`src/rtl/riscv_mem_arb_pkg.sv`:
```
// Shared types for the memory-port arbiter: FSM state encoding and the
// grant identifier used by the round-robin picker and the top.
package riscv_mem_arb_pkg;

  typedef enum logic [1:0] {IDLE, BUSY_I, BUSY_D, RESP} arb_state_t;
  typedef enum logic       {GNT_I, GNT_D}               arb_gnt_t;

endpackage

```
`src/rtl/riscv_mem_arb_rr.sv`:
```
// Two-way round-robin pick between the I-cache and D-cache requests.
// Ports:
//   req_i, req_d : requests from I-cache / D-cache
//   last_grant   : requester served by the previous transaction
//   gnt_vld      : at least one request present
//   gnt          : chosen requester (only meaningful when gnt_vld)
module riscv_mem_arb_rr
  import riscv_mem_arb_pkg::*;
(
  input  logic     req_i,
  input  logic     req_d,
  input  arb_gnt_t last_grant,
  output logic     gnt_vld,
  output arb_gnt_t gnt
);

  always_comb begin
    gnt_vld = req_i | req_d;
    gnt     = GNT_D;
    // On a tie the requester that did not win last time goes first.
    if (req_i && req_d) gnt = (last_grant == GNT_I) ? GNT_D : GNT_I;
    else if (req_i)     gnt = GNT_I;
  end

endmodule

```
`src/rtl/riscv_mem_arbiter.sv`:
```
// Shares one memory port between the I-cache refill path and the D-cache
// refill/writeback path, one transaction at a time:
// IDLE -> BUSY_I | BUSY_D -> RESP -> IDLE.
// Ports:
//   clk, rst_n                   : clock, async active-low reset
//   i_req/i_addr                 : I-cache refill request
//   i_rdata/i_ready              : I-cache response (ready = one-cycle pulse)
//   d_req/d_we/d_addr/d_wdata    : D-cache refill (we=0) or writeback (we=1)
//   d_rdata/d_ready              : D-cache response (ready = one-cycle pulse)
//   mem_rden/mem_wren/mem_addr/mem_wdata : memory command, held until mem_ready
//   mem_rdata/mem_ready          : memory completion
//   err_timeout                  : sticky, a transaction waited TIMEOUT cycles
module riscv_mem_arbiter
  import riscv_mem_arb_pkg::*;
#(
  parameter int DATA_WIDTH = 128,
  parameter int S_ADDR     = 23,
  parameter int TIMEOUT    = 64
) (
  input  logic                  clk,
  input  logic                  rst_n,
  input  logic                  i_req,
  input  logic [S_ADDR-1:0]     i_addr,
  output logic [DATA_WIDTH-1:0] i_rdata,
  output logic                  i_ready,
  input  logic                  d_req,
  input  logic                  d_we,
  input  logic [S_ADDR-1:0]     d_addr,
  input  logic [DATA_WIDTH-1:0] d_wdata,
  output logic [DATA_WIDTH-1:0] d_rdata,
  output logic                  d_ready,
  output logic                  mem_rden,
  output logic                  mem_wren,
  output logic [S_ADDR-1:0]     mem_addr,
  output logic [DATA_WIDTH-1:0] mem_wdata,
  input  logic [DATA_WIDTH-1:0] mem_rdata,
  input  logic                  mem_ready,
  output logic                  err_timeout
);

  localparam int CW = $clog2(TIMEOUT + 1);
  localparam logic [CW-1:0] TO_MAX = CW'(TIMEOUT);

  arb_state_t            state_q;
  arb_gnt_t              last_gnt_q;
  arb_gnt_t              gnt;
  logic                  gnt_vld;
  logic                  rden_q, wren_q;
  logic [S_ADDR-1:0]     addr_q;
  logic [DATA_WIDTH-1:0] wdata_q, i_rdata_q, d_rdata_q;
  logic                  i_ready_q, d_ready_q;
  logic [CW-1:0]         cnt_q;
  logic                  err_q;

  riscv_mem_arb_rr u_rr (
    .req_i      (i_req),
    .req_d      (d_req),
    .last_grant (last_gnt_q),
    .gnt_vld    (gnt_vld),
    .gnt        (gnt)
  );

  always_ff @(posedge clk or negedge rst_n) begin
    if (!rst_n) begin
      state_q    <= IDLE;
      last_gnt_q <= GNT_D;  // so I-cache wins the first tie
      rden_q     <= 1'b0;
      wren_q     <= 1'b0;
      addr_q     <= '0;
      wdata_q    <= '0;
      i_rdata_q  <= '0;
      d_rdata_q  <= '0;
      i_ready_q  <= 1'b0;
      d_ready_q  <= 1'b0;
      cnt_q      <= '0;
      err_q      <= 1'b0;
    end else begin
      case (state_q)
        IDLE: begin
          if (gnt_vld) begin
            last_gnt_q <= gnt;
            cnt_q      <= '0;
            if (gnt == GNT_I) begin
              rden_q  <= 1'b1;
              wren_q  <= 1'b0;
              addr_q  <= i_addr;
              state_q <= BUSY_I;
            end else begin
              rden_q  <= ~d_we;
              wren_q  <= d_we;
              addr_q  <= d_addr;
              wdata_q <= d_wdata;
              state_q <= BUSY_D;
            end
          end
        end
        BUSY_I, BUSY_D: begin
          if (mem_ready) begin
            rden_q  <= 1'b0;
            wren_q  <= 1'b0;
            state_q <= RESP;
            if (state_q == BUSY_I) begin
              i_rdata_q <= mem_rdata;
              i_ready_q <= 1'b1;
            end else begin
              // Writebacks leave the previous refill data in place.
              if (rden_q) d_rdata_q <= mem_rdata;
              d_ready_q <= 1'b1;
            end
          end else begin
            // No abort on timeout: flag it and keep waiting.
            if (cnt_q != TO_MAX)       cnt_q <= cnt_q + 1'b1;
            if (cnt_q == TO_MAX - 1'b1) err_q <= 1'b1;
          end
        end
        RESP: begin
          i_ready_q <= 1'b0;
          d_ready_q <= 1'b0;
          state_q   <= IDLE;
        end
        default: state_q <= IDLE;
      endcase
    end
  end

  assign mem_rden    = rden_q;
  assign mem_wren    = wren_q;
  assign mem_addr    = addr_q;
  assign mem_wdata   = wdata_q;
  assign i_rdata     = i_rdata_q;
  assign d_rdata     = d_rdata_q;
  assign i_ready     = i_ready_q;
  assign d_ready     = d_ready_q;
  assign err_timeout = err_q;

endmodule

```
`config.mk`:
```
export PLATFORM = sky130hd
export DESIGN_NAME = riscv_mem_arbiter
export DESIGN_NICKNAME = d
export VERILOG_FILES = /design/src/rtl/riscv_mem_arb_pkg.sv /design/src/rtl/riscv_mem_arb_rr.sv /design/src/rtl/riscv_mem_arbiter.sv
export SDC_FILE = /design/constraint.sdc
export NUM_CORES = 1
export LEC_CHECK = 0
export ABC_AREA = 1
export ABC_CLOCK_PERIOD_IN_PS = 1800
export BUFFER_PORTS_ARGS = -buffer_cell sky130_fd_sc_hd__buf_2
export CAP_MARGIN = 20
export CELL_PAD_IN_SITES_DETAIL_PLACEMENT = 0
export CELL_PAD_IN_SITES_GLOBAL_PLACEMENT = 1
export CORE_AREA = 4 4 280 282
export CTS_CLUSTER_SIZE = 12
export DETAILED_ROUTE_END_ITERATION = 7
export DIE_AREA = 0 0 284 286
export PLACE_DENSITY_LB_ADDON = 0.1
export SLEW_MARGIN = 30
export SYNTH_ARGS = -nofsm -noshare
export SYNTH_HDL_FRONTEND = slang
export SYNTH_SLANG_ARGS = --single-unit
```
`constraint.sdc`:
```
create_clock -name clk -period 1.8 [get_ports clk]
set_input_delay 0.36 -clock clk [delete_from_list [all_inputs] [get_ports clk]]
set_output_delay 0.36 -clock clk [all_outputs]
set_load 0.02 [all_outputs]
```
=== After elaboration in Yosys (flattened, before gate mapping) ===
Cells that the tools add are included.

* Flip-flop bits (word level): 422
* Bits of input ports: 308
* Output and inout bits: 412
* Word-level logic and storage cells: 68

* Add/subtract/negate cells: 1
* Equality and inequality tests: 11
* Mux-type cells: 25
* Bitwise gates (word level): 4
* Reductions and logical operators: 15

{| class="wikitable"
|+ Operator list
! operator !! count
|-
| two-way mux 23 bit || 1
|-
| two-way mux 7 bit || 3
|-
| AND reduction 3 bit || 6
|-
| one-hot mux 7 bit (2 select lines) || 1
|-
| two-way mux 1 bit || 12
|-
| != test 2 bit, second input constant || 6
|-
| one-hot mux 1 bit (2 select lines) || 4
|-
| AND reduction 4 bit || 2
|-
| adder 7 x 1 -> 7 bit, second input constant || 1
|-
| == test 7 x 6 -> 1 bit, second input constant || 1
|-
| != test 7 bit, second input constant || 1
|-
| two-way mux 2 bit || 3
|-
| one-hot mux 2 bit (3 select lines) || 1
|-
| == test 2 bit, second input constant || 2
|-
| AND reduction 2 bit || 2
|-
| nonzero test 2 bit || 2
|-
| inverter 1 bit || 3
|-
| == test 2 x 1 -> 1 bit, second input constant || 1
|-
| logical NOT 2 bit || 1
|-
| OR reduction 2 bit || 1
|-
| logical AND 1 bit || 1
|-
| bitwise OR 1 bit || 1
|}

=== Logic depth before layout (Yosys ltp) ===
Gate-level depths: netlist of the first run.

* Depth in word-level cells: 5
* Gate-level depth with buffers: 10
* Gate-level depth less buffers: 9

=== Hierarchy ===
Synthesis of the first run repeated with hierarchy kept, for this count alone.

* Cells, all modules: 1742
* Area total of the unflattened synthesis: 16123.0 sq um

{| class="wikitable"
|+ Modules (own cells, without submodules)
! module !! instances !! cells each !! area each (sq um) !! sequential area each (sq um)
|-
| riscv_mem_arbiter || 1 || 1738 || 16105.4 || 10561.4
|-
| riscv_mem_arb_rr || 1 || 4 || 17.5 || 0.0
|}

=== Worst setup path after synthesis of the first run ===
No wires, ideal clock.

* Path kind: register to register
* From: register state_q[0]
* To: register d_rdata_q[10] (netlist: d_rdata[10])
* Library setup time: 118 ps
* Data arrival time: 1725 ps
* Required time: 1682 ps
* Slack: -43 ps
* Cell stages (with the launch flop): 11
* Path buffers: 4
* Period minus slack after synthesis: 1843 ps
* Path through: dfrtp_1 -> inv_1 -> ha_1 -> buf_4 -> nand2_2 -> or3_1 -> buf_2 -> buf_6 -> buf_6 -> nand2_1 -> o21ai_2

* Cells in the longest elaborated chain, start to end: 3

{| class="wikitable"
|+ RTL lines
! what !! line !! text
|-
| start, declared || riscv_mem_arbiter.sv:44 || <nowiki>arb_state_t state_q;</nowiki>
|-
| start signal, assigned || riscv_mem_arbiter.sv:65 || <nowiki>state_q <= IDLE;</nowiki>
|-
| start signal, assigned || riscv_mem_arbiter.sv:87 || <nowiki>state_q <= BUSY_I;</nowiki>
|-
| start signal, assigned || riscv_mem_arbiter.sv:93 || <nowiki>state_q <= BUSY_D;</nowiki>
|-
| == test 2 x 1 -> 1 bit / == test 2 bit (equally long branches) || riscv_mem_arbiter.sv:78, riscv_mem_arbiter.sv:102 ||
|-
| OR reduction 2 bit / inverter 1 bit (equally long branches) || - ||
|-
| AND reduction 4 bit (no line) * || - ||
|-
| end signal, assigned || riscv_mem_arbiter.sv:107 || <nowiki>if (rden_q) d_rdata_q <= mem_rdata;</nowiki>
|-
| end, declared || riscv_mem_arbiter.sv:50 || <nowiki>logic [DATA_WIDTH-1:0] wdata_q, i_rdata_q, d_rdata_q;</nowiki>
|}

Every way passes the cells marked *; elsewhere a longest branch is shown, timed or not.
A chain may end at the register's enable or synchronous reset.

=== Worst setup path in the final report of the first run ===
* From: register state_q[0]
* To: register d_rdata_q[7] (netlist: d_rdata[7])

Same word-level chain as after synthesis.

==> results.toml, run 1 <==
[route]
ant_nets = 0
drt-vias-per-instance = 4.19
wire_per_inst_um = 19.3
route.detailed.drc = 0
vias = 15400
drt_iter0_drc = 736
dr.pass1.iters = 5
wl_um = 71000

[logic_synthesis]
ys_ff_latch = 422
synth_enable_flop_cells = 0
yosys_warnings = 0
syn_inst = 1759
yosysUniqueCellTypes = 26
avgSynthCellArea_um2 = 9.63
ys_seq_area_frac = 0.624
synth_nets = 2074
async_reset_ff_frac = 1.00
yosys_most_used_dff = "dfrtp_1"
netlist_area_mm2 = 0.0169

[clock_network]
cts_tree = "yes"
h-tree-depth = 2
clk_path_buf_depth = 3
numCtsBuffers = 51
clk-insertion-delay-late_ns = 0.58
cts_sinks = 422
clkTransAtPathRegs_ns = 0.06
cts-root-buf = "clkbuf_16"

[placed_design]
placed_cells = 3414
hpwl_um = 51900
portBuffers = 719
gp_congestion = 0.779
place_ws_ns = -0.0770

[die]
core_area_mm2 = 0.0757
ios = 720
die_h_um = 286
initial_core_util = 0.224
fp.dieW_um = 284
rows = 101
die_area_mm2 = 0.0812

[global_route]
grt_pass1_vias = 16200
grt_max_degree = 85
grt_overflow = 0
antenna_found_initial = 6
track_usage = 0.170
grt_pass1_wl_um = 106000

[worst_setup_path]
path_class = "reg2reg"
crit_fanout = 8
startpoint_type = "register"
reg2reg_depth = 7
critPathArrivalTime_ns = 2.29
end_kind = "register"
required_ns = 2.26

[timing]
setup_slack_ns = -0.0357
grt_setup_unrepaired = "true"
relSlewSlack = 0.705
setup_tns_ns = -1.04
worst_slew_pin_slew_ns = 0.442
setup_viol = 77
whs_ns = 0.0494
period_share = 1.02
hold_viol = 0
finClkSkew_ns = 0.0176
slew_viol_final = 0
fmax_ghz = 0.545
post-route-min-period_ns = 1.84

[layout]
drive_gt1_frac = 0.396
area_growth_pct = 53.8
final_nets = 2983
layoutNonFillerInstCount = 3684

[pwr]
peakVddDrop_v = 0.000839
p_per_area_mw_per_mm2 = 1890
cellLeakagePower_uw = 0.0139

[job]
maxCapViolCount = 0

[run_status]
failed_checks = "setup timing"
status = "finished with violations"

[worst_hold_path]
hp-class = "in2reg"
min_path_cells = 3
-- worst paths after layout --
path                                from            end  slack (ns)
hold reg to reg            mem_wdata[45]  mem_wdata[45]        0.47
setup / recovery              state_q[0]     d_rdata[7]       -0.04
max in group asynchronous          rst_n     last_gnt_q        0.80
hold / removal               d_wdata[96]  mem_wdata[96]        0.05
setup reg to reg              state_q[0]     d_rdata[7]       -0.04
min in group asynchronous          rst_n    i_rdata[61]        0.25
-- cell usage after synthesis (2+ instances only) --
cell type | number | area (µm²)
buf_6 | 27 | 304
inv_1 | 144 | 541
nand2_1 | 574 | 2150
xor2_1 | 2 | 17.5
clkbuf_1 | 56 | 210
nor2_1 | 40 | 150
buf_2 | 20 | 100
a21oi_1 | 47 | 235
dfrtp_1 | 421 | 10500
ha_1 | 7 | 87.6
o21ai_1 | 3 | 15.0
o21ai_0 | 148 | 741
buf_1 | 5 | 18.8
nand3_1 | 134 | 671
o21ai_2 | 120 | 1050
-- report_power, final --
group          leakage [µW]  total [µW]  switching [µW]  internal (µW)
clock network      0.000796       10100            4070           6040
logic               0.00786       22200           14500           7690
registers           0.00527       16800            2760          14000
-- critical path, cell delays in order (launching register included) --
cell and delay (ns):
dfrtp_1 0.39, buf_4 0.16, ha_4 0.18, or3_4 0.50
buf_8 0.19, clkbuf_16 0.17, nand2_1 0.07, o21ai_2 0.05
-- per-layer routing --
| layer | up-vias | routed length [µm] | part of all wire | track usage |
|---|---|---|---|---|
| met5 | - | 22 | 0.00031 | 0 |
| met4 | 4 | 1670 | 0.023 | 0.0458 |
| met3 | 93 | 5900 | 0.083 | 0.0575 |
| met2 | 522 | 33900 | 0.48 | 0.282 |
| met1 | 7389 | 29500 | 0.42 | 0.211 |
| li1 | 7427 | - | - | - |
-- registers in the layout (all words and copies together) (netlist names) --
signal,count
i_ready,1
err_timeout,1
cnt_q,7
d_rdata,128
d_ready,1
mem_rden,1
mem_wren,1
mem_wdata,128
last_gnt_q,1
mem_addr,23
state_q,2
i_rdata,128
-- logic make-up (layout without fill, tap and decap cells) --
family	after synthesis	count (layout)	share of synthesized area
AO/OA/AOI/OAI	321	321	0.122
buffers and inverters	254	1196	0.0700
other	0	4	0
AND/OR/NAND/NOR	752	753	0.178
XOR/XNOR	3	3	0.00155
flip-flops	422	422	0.624
adder cells (fa/ha/maj)	7	7	0.00517
-- cell type report --
class	instances	area, µm²
Antenna cell	4	10.0
Clock buffer	79	1520
Clock inverter	8	90.1
Fill cell	7972	49700
Inverter	145	544
Multi-Input combinational cell	1084	5500
Sequential cell	422	10600
Tap cell	978	1220
Timing Repair Buffer	964	6580
-- cell usage in the layout (no fill, tap or decap), types with 34 or more instances in the layout --
cell type / synthesis / layout
inv_1: 144 / 142
o21ai_0: 148 / 148
nand3_1: 134 / 134
nand2_2: 1 / 48
buf_2: 20 / 718
a21oi_1: 47 / 47
buf_12: 0 / 34
nand2_1: 574 / 507
clkbuf_16: 0 / 55
dlygate4sd3_1: 0 / 162
dfrtp_1: 421 / 421
o21ai_2: 120 / 119
nor2_1: 40 / 39
-- what timing repair did --
| action | in CTS | in global routing |
|---|---|---|
| buffers inserted | 5 | 0 |
| endpoints found under the hold margin | 260 | 0 |
| gates resized for setup | 78 | 15 |
| setup endpoints to repair | 117 | 133 |
| cloned | 10 | 2 |
| hold buffers | 162 | 0 |
| pin swaps | 3 | 1 |
-- stage by stage --
| step | total power (µW) | area (µm²) | util |
|---|---|---|---|
| 6_report | 49100 | 26000 | 0.344 |
| 5_1_grt | 52500 | 26000 | 0.344 |
| 4_1_cts | 50000 | 25900 | 0.342 |
| 3_5_place_dp | 38300 | 22100 | 0.292 |
| 3_3_place_gp | 38100 | 22100 | 0.292 |
| 2_1_floorplan | 28700 | 17000 | - |
No activity file was read; power rests on OpenSTA's default activity.
==> run 2: changes to the inputs <==
Settings changed: ABC_CLOCK_PERIOD_IN_PS 1800 to 1700, CORE_AREA 4 4 280 282 to 4 4 276 278, DIE_AREA 0 0 284 286 to 0 0 280 282.
Clock period 1.8 ns to 1.7 ns, I/O delays scaled along.
==> run 2 against run 1 <==
  * The flow still finishes with violations (setup timing)
  * Clock power grew 12%
  * Critical path depth is 1 higher
  * Setup slack got worse by 0.042 ns
  * Sequential power rose by 5%
  * Power up 6.8%
  * Clock skew is 0.0043 ns higher
  * Register-to-register slack worse by 0.04 ns
  * Critical endpoint is now d_rdata[59]
==> results.toml, run 2 (same netlist as run 1, synthesis figures left out) <==
[run_status]
status = "finished with violations"
failed_checks = "setup timing"

[timing]
setup_viol = 120
grt_setup_unrepaired = "true"
fmax_ghz = 0.563
slew_viol_final = 0
relSlewSlack = 0.636
hold_viol = 0
finClkSkew_ns = 0.0220
post-route-min-period_ns = 1.78
period_share = 1.05
worst_slew_pin_slew_ns = 0.546
setup_tns_ns = -5.20
setup_slack_ns = -0.0776

[worst_setup_path]
worstReg2RegEnd = "d_rdata[59]"
r2r-start = "state_q[0]"
path_class = "reg2reg"
r2r_slack_ns = -0.08
critPathArrivalTime_ns = 2.26
startpoint_type = "register"
crit_fanout = 22
reg2reg_depth = 8
end_kind = "register"
required_ns = 2.19

[layout]
final_common_cell = "buf_2"
fillers = 7760
layout_common_cells = "718 x buf_2, 527 x nand2_1, 421 x dfrtp_1"
area_growth_pct = 59.4
drive_gt1_frac = 0.385
final_nets = 3086

[placed_design]
place_ws_ns = -0.116
gp_congestion = 0.800
hpwl_um = 52100
portBuffers = 719

[route]
dr.pass1.iters = 5
drt-vias-per-instance = 4.17
vias = 15800
drt_iter0_drc = 759
route.detailed.drc = 0
wire_per_inst_um = 18.4
wl_um = 69500
ant_nets = 0

[clock_network]
h-tree-depth = 2
numCtsBuffers = 53
clk_path_buf_depth = 3
clkTransAtPathRegs_ns = 0.06
cts_sinks = 422
clk-insertion-delay-late_ns = 0.60
cts-root-buf = "clkbuf_16"
cts_tree = "yes"

[die]
core_area_mm2 = 0.0739
die_h_um = 282
fp.dieW_um = 280
ios = 720
rows = 100
die_area_mm2 = 0.0790
initial_core_util = 0.229

[global_route]
grt_max_degree = 78
grt_pass1_wl_um = 103000
antenna_found_initial = 8
grt_overflow = 0
track_usage = 0.168
grt_pass1_vias = 16400

[worst_hold_path]
hp-class = "in2reg"
whs_endpoint = "d_rdata[4]"
min_path_cells = 3
hp-start = "mem_rdata[4]"

[pwr]
cellLeakagePower_uw = 0.0144
peakVddDrop_v = 0.000895
p_per_area_mw_per_mm2 = 1940

[job]
maxCapViolCount = 0
run 2: changes by cell type in the layout (fill, tap and decap cells not counted), moves of 4 or more:
cell and change:
buf_16 -9, buf_4 +14, buf_6 +5, clkbuf_1 -6, clkbuf_16 +5, clkbuf_8 +8, dlygate4sd3_1 +89, nand2_1 +20
nand2_2 -12, nand2_4 -8, o21ai_0 -6, o21ai_2 +4
run 2: final cells by class:
cell class | instances | area [µm²] | share of cell area
well taps | 969 | 1210 | 0.0449
clock inverters | 13 | 106 | 0.00394
inverters | 145 | 544 | 0.0202
repair buffers | 1066 | 7460 | 0.276
flip-flops and latches | 422 | 10600 | 0.391
diodes | 5 | 12.5 | 0.000464
clock buffers | 83 | 1660 | 0.0616
multi-input cells | 1083 | 5420 | 0.201
run 2: timing repair:
action	4_1_cts	5_1_grt
setup endpoints to repair	131	137
endpoints found under the hold margin	446	0
pin swaps	0	2
resized for setup	23	42
setup buffers	0	1
hold buffers	251	0
cloned	2	6
run 2: worst max-delay path by stage:
stage | startpoint | endpoint | slack (ns) | cells after the start
finish | state_q[0] | d_rdata[59] | -0.08 | 8
global route | state_q[1] | d_rdata[96] | -0.14 | 8
CTS | state_q[1] | d_rdata[69] | -0.07 | 8
detailed placement | state_q[1] | d_rdata[24] | -0.12 | 8
global placement | state_q[0] | cnt_q[5] | -0.11 | 7
floorplan | state_q[0] | d_rdata[10] | -0.13 | 10
run 2: metrics by stage:
step | total power [µW] | std cells | util | instance area, µm² | hold slack (ns)
2_1_floorplan | 30400 | 1759 | - | 17000 | 0.0444
5_1_grt | 56100 | 3784 | 0.365 | 27000 | 0.0128
3_5_place_dp | 40600 | 3425 | 0.301 | 22300 | 0.233
3_3_place_gp | 40400 | 3425 | 0.301 | 22300 | 0.234
4_1_cts | 53000 | 3774 | 0.361 | 26700 | 0.0000440
6_report | 52500 | 3786 | 0.365 | 27000 | 0.0369
run 2: critical path, cell delays in order, from the launching register on:
cell,delay [ns]
dfrtp_1,0.34
inv_1,0.08
ha_4,0.29
nand2_4,0.04
or3_4,0.40
clkbuf_16,0.22
buf_12,0.17
nand2_1,0.08
o21ai_2,0.05
run 2: metal layers:
| layer | part of all wire | GRT usage |
|---|---|---|
| met1 | 0.42 | 0.210 |
| met5 | 0.00010 | 0 |
| met4 | 0.025 | 0.0476 |
| met3 | 0.082 | 0.0565 |
| met2 | 0.47 | 0.278 |
run 2: power by group:
group          internal (µW)  switching [µW]  leakage [µW]
combinational           8100           15300       0.00824
clock                   6830            4510      0.000874
sequential             14800            2900       0.00527
total                  29800           22700        0.0144
==> run 3: changes to the inputs <==
Settings changed: BUFFER_PORTS_ARGS -buffer_cell sky130_fd_sc_hd__buf_2 to -buffer_cell sky130_fd_sc_hd__clkbuf_2.
==> run 3 against run 2 <==
  * The run still ends with setup timing left
  * Clock skew fell by 0.0021 ns
  * Hold slack gained 0.00089 ns
  * Sequential share of layout area down 0.085 points
  * Critical path depth unchanged
  * Clock-buffer cell count grew 1
  * First-iteration DRC count shrank 2.5%
  * Critical endpoint is now d_rdata[97]
  * Largest power group unchanged
==> results.toml, run 3 (same netlist as run 1, synthesis figures left out) <==
[route]
route.detailed.drc = 0
wire_per_inst_um = 18.7
vias = 15700
drt-vias-per-instance = 4.16
drt_iter0_drc = 740
dr.pass1.iters = 4
wl_um = 70600
ant_nets = 0

[timing]
setup_slack_ns = -0.0912
period_share = 1.05
whs_ns = 0.0378
setup_viol = 128
grt_setup_unrepaired = "true"
worst_slew_pin_slew_ns = 0.424
relSlewSlack = 0.717
fmax_ghz = 0.558
finClkSkew_ns = 0.0199
hold_viol = 0
slew_viol_final = 0
post-route-min-period_ns = 1.79

[clock_network]
clk_path_buf_depth = 3
clk-insertion-delay-late_ns = 0.59
clkTransAtPathRegs_ns = 0.05
numCtsBuffers = 53
cts_tree = "yes"
h-tree-depth = 2
cts-root-buf = "clkbuf_16"
cts_sinks = 422

[layout]
multi_input_area_mm2 = 0.00553
layoutNonFillerInstCount = 3775
final_common_cell = "clkbuf_2"
fillers = 7591
design_area_mm2 = 0.0270
area_growth_pct = 59.7
drive_gt1_frac = 0.387
layout_common_cells = "718 x clkbuf_2, 504 x nand2_1, 421 x dfrtp_1"
final_nets = 3075
regArea_mm2 = 0.0106

[worst_hold_path]
min_path_cells = 3
hp-class = "in2reg"

[die]
die_area_mm2 = 0.0790
initial_core_util = 0.229
fp.dieW_um = 280
ios = 720
rows = 100
die_h_um = 282
core_area_mm2 = 0.0739

[global_route]
grt_pass1_vias = 16400
grt_max_degree = 60
antenna_found_initial = 8
grt_overflow = 0
grt_pass1_wl_um = 105000
track_usage = 0.172

[run_status]
status = "finished with violations"
failed_checks = "setup timing"

[worst_setup_path]
crit_fanout = 11
startpoint_type = "register"
end_kind = "register"
critPathArrivalTime_ns = 2.26
reg2reg_depth = 8
path_class = "reg2reg"
r2r_slack_ns = -0.09
required_ns = 2.17

[pwr]
p_per_area_mw_per_mm2 = 1950
cellLeakagePower_uw = 0.0143
peakVddDrop_v = 0.000957
fin_total_pwr_uw = 52800

[placed_design]
portBuffers = 719
hpwl_um = 52000
gp_congestion = 0.794
place_area_mm2 = 0.0221
placed_cells = 3407

[job]
maxCapViolCount = 0
==> run 3: cell types whose count changed in the layout (fill, tap and decap cells not counted), moves of 7 or more <==
cell	previous run	this run
buf_2	718	0
buf_4	44	33
clkbuf_1	10	20
clkbuf_2	0	718
clkbuf_8	18	10
nand2_1	527	504
nand2_2	36	51
nand2_4	12	19
==> run 3: power by group <==
| part | switching [µW] | leakage [µW] | total (µW) | internal, µW |
|---|---|---|---|---|
| clock | 4430 | 0.000844 | 11300 | 6860 |
| sequential | 3080 | 0.00527 | 17900 | 14900 |
| combinational | 15400 | 0.00823 | 23600 | 8150 |
==> run 3: through the flow <==
stage / setup WS [ns] / setup TNS (ns) / utilization
2_1_floorplan: -0.131 / -15.62 / -
3_3_place_gp: -0.152 / -14.40 / 0.299
3_5_place_dp: -0.167 / -15.58 / 0.299
4_1_cts: -0.0965 / -7.90 / 0.362
5_1_grt: -0.152 / -16.38 / 0.366
6_report: -0.0912 / -7.44 / 0.366
==> run 3: layout make-up <==
type	count	share of cell area
tap	969	0.0448
clock inverter	10	0.00597
timing repair buffer	1054	0.275
multi-input combinational	1084	0.205
antenna	7	0.000648
inverter	145	0.0201
sequential	422	0.391
clock buffer	84	0.0578
==> run 3: routing by layer <==
layer,GRT usage,wire (µm),vias to the layer above
met5,0,13,-
met4,0.0428,1550,2
met3,0.0571,5650,95
met2,0.292,34100,536
met1,0.214,29300,7464
li1,-,-,7609
==> run 3: worst max-delay path, cell delays in order, from the launching register on <==
cell and delay (ns):
dfrtp_1 0.36, inv_2 0.06, buf_4 0.14, ha_4 0.18
or3_4 0.47, buf_8 0.18, clkbuf_16 0.18, nand2_1 0.07
o21ai_2 0.05
==> run 3: final timing paths <==
path,start,endpoint
min,mem_rdata[11],d_rdata[11]
max in group asynchronous,rst_n,i_rdata[48]
max,state_q[1],d_rdata[97]
min in group asynchronous,rst_n,d_rdata[62]
min reg2reg,mem_wdata[124],mem_wdata[124]
max reg2reg,state_q[1],d_rdata[97]
==> run 3: what timing repair did <==
action                                  4_1_cts  5_1_grt
pin swaps                                     2        1
setup buffers                                 7        0
cloned                                        7        4
endpoints found under the setup margin      130      253
resized for setup                            56       54
hold endpoints to repair                    311        0
hold buffers                                249        0
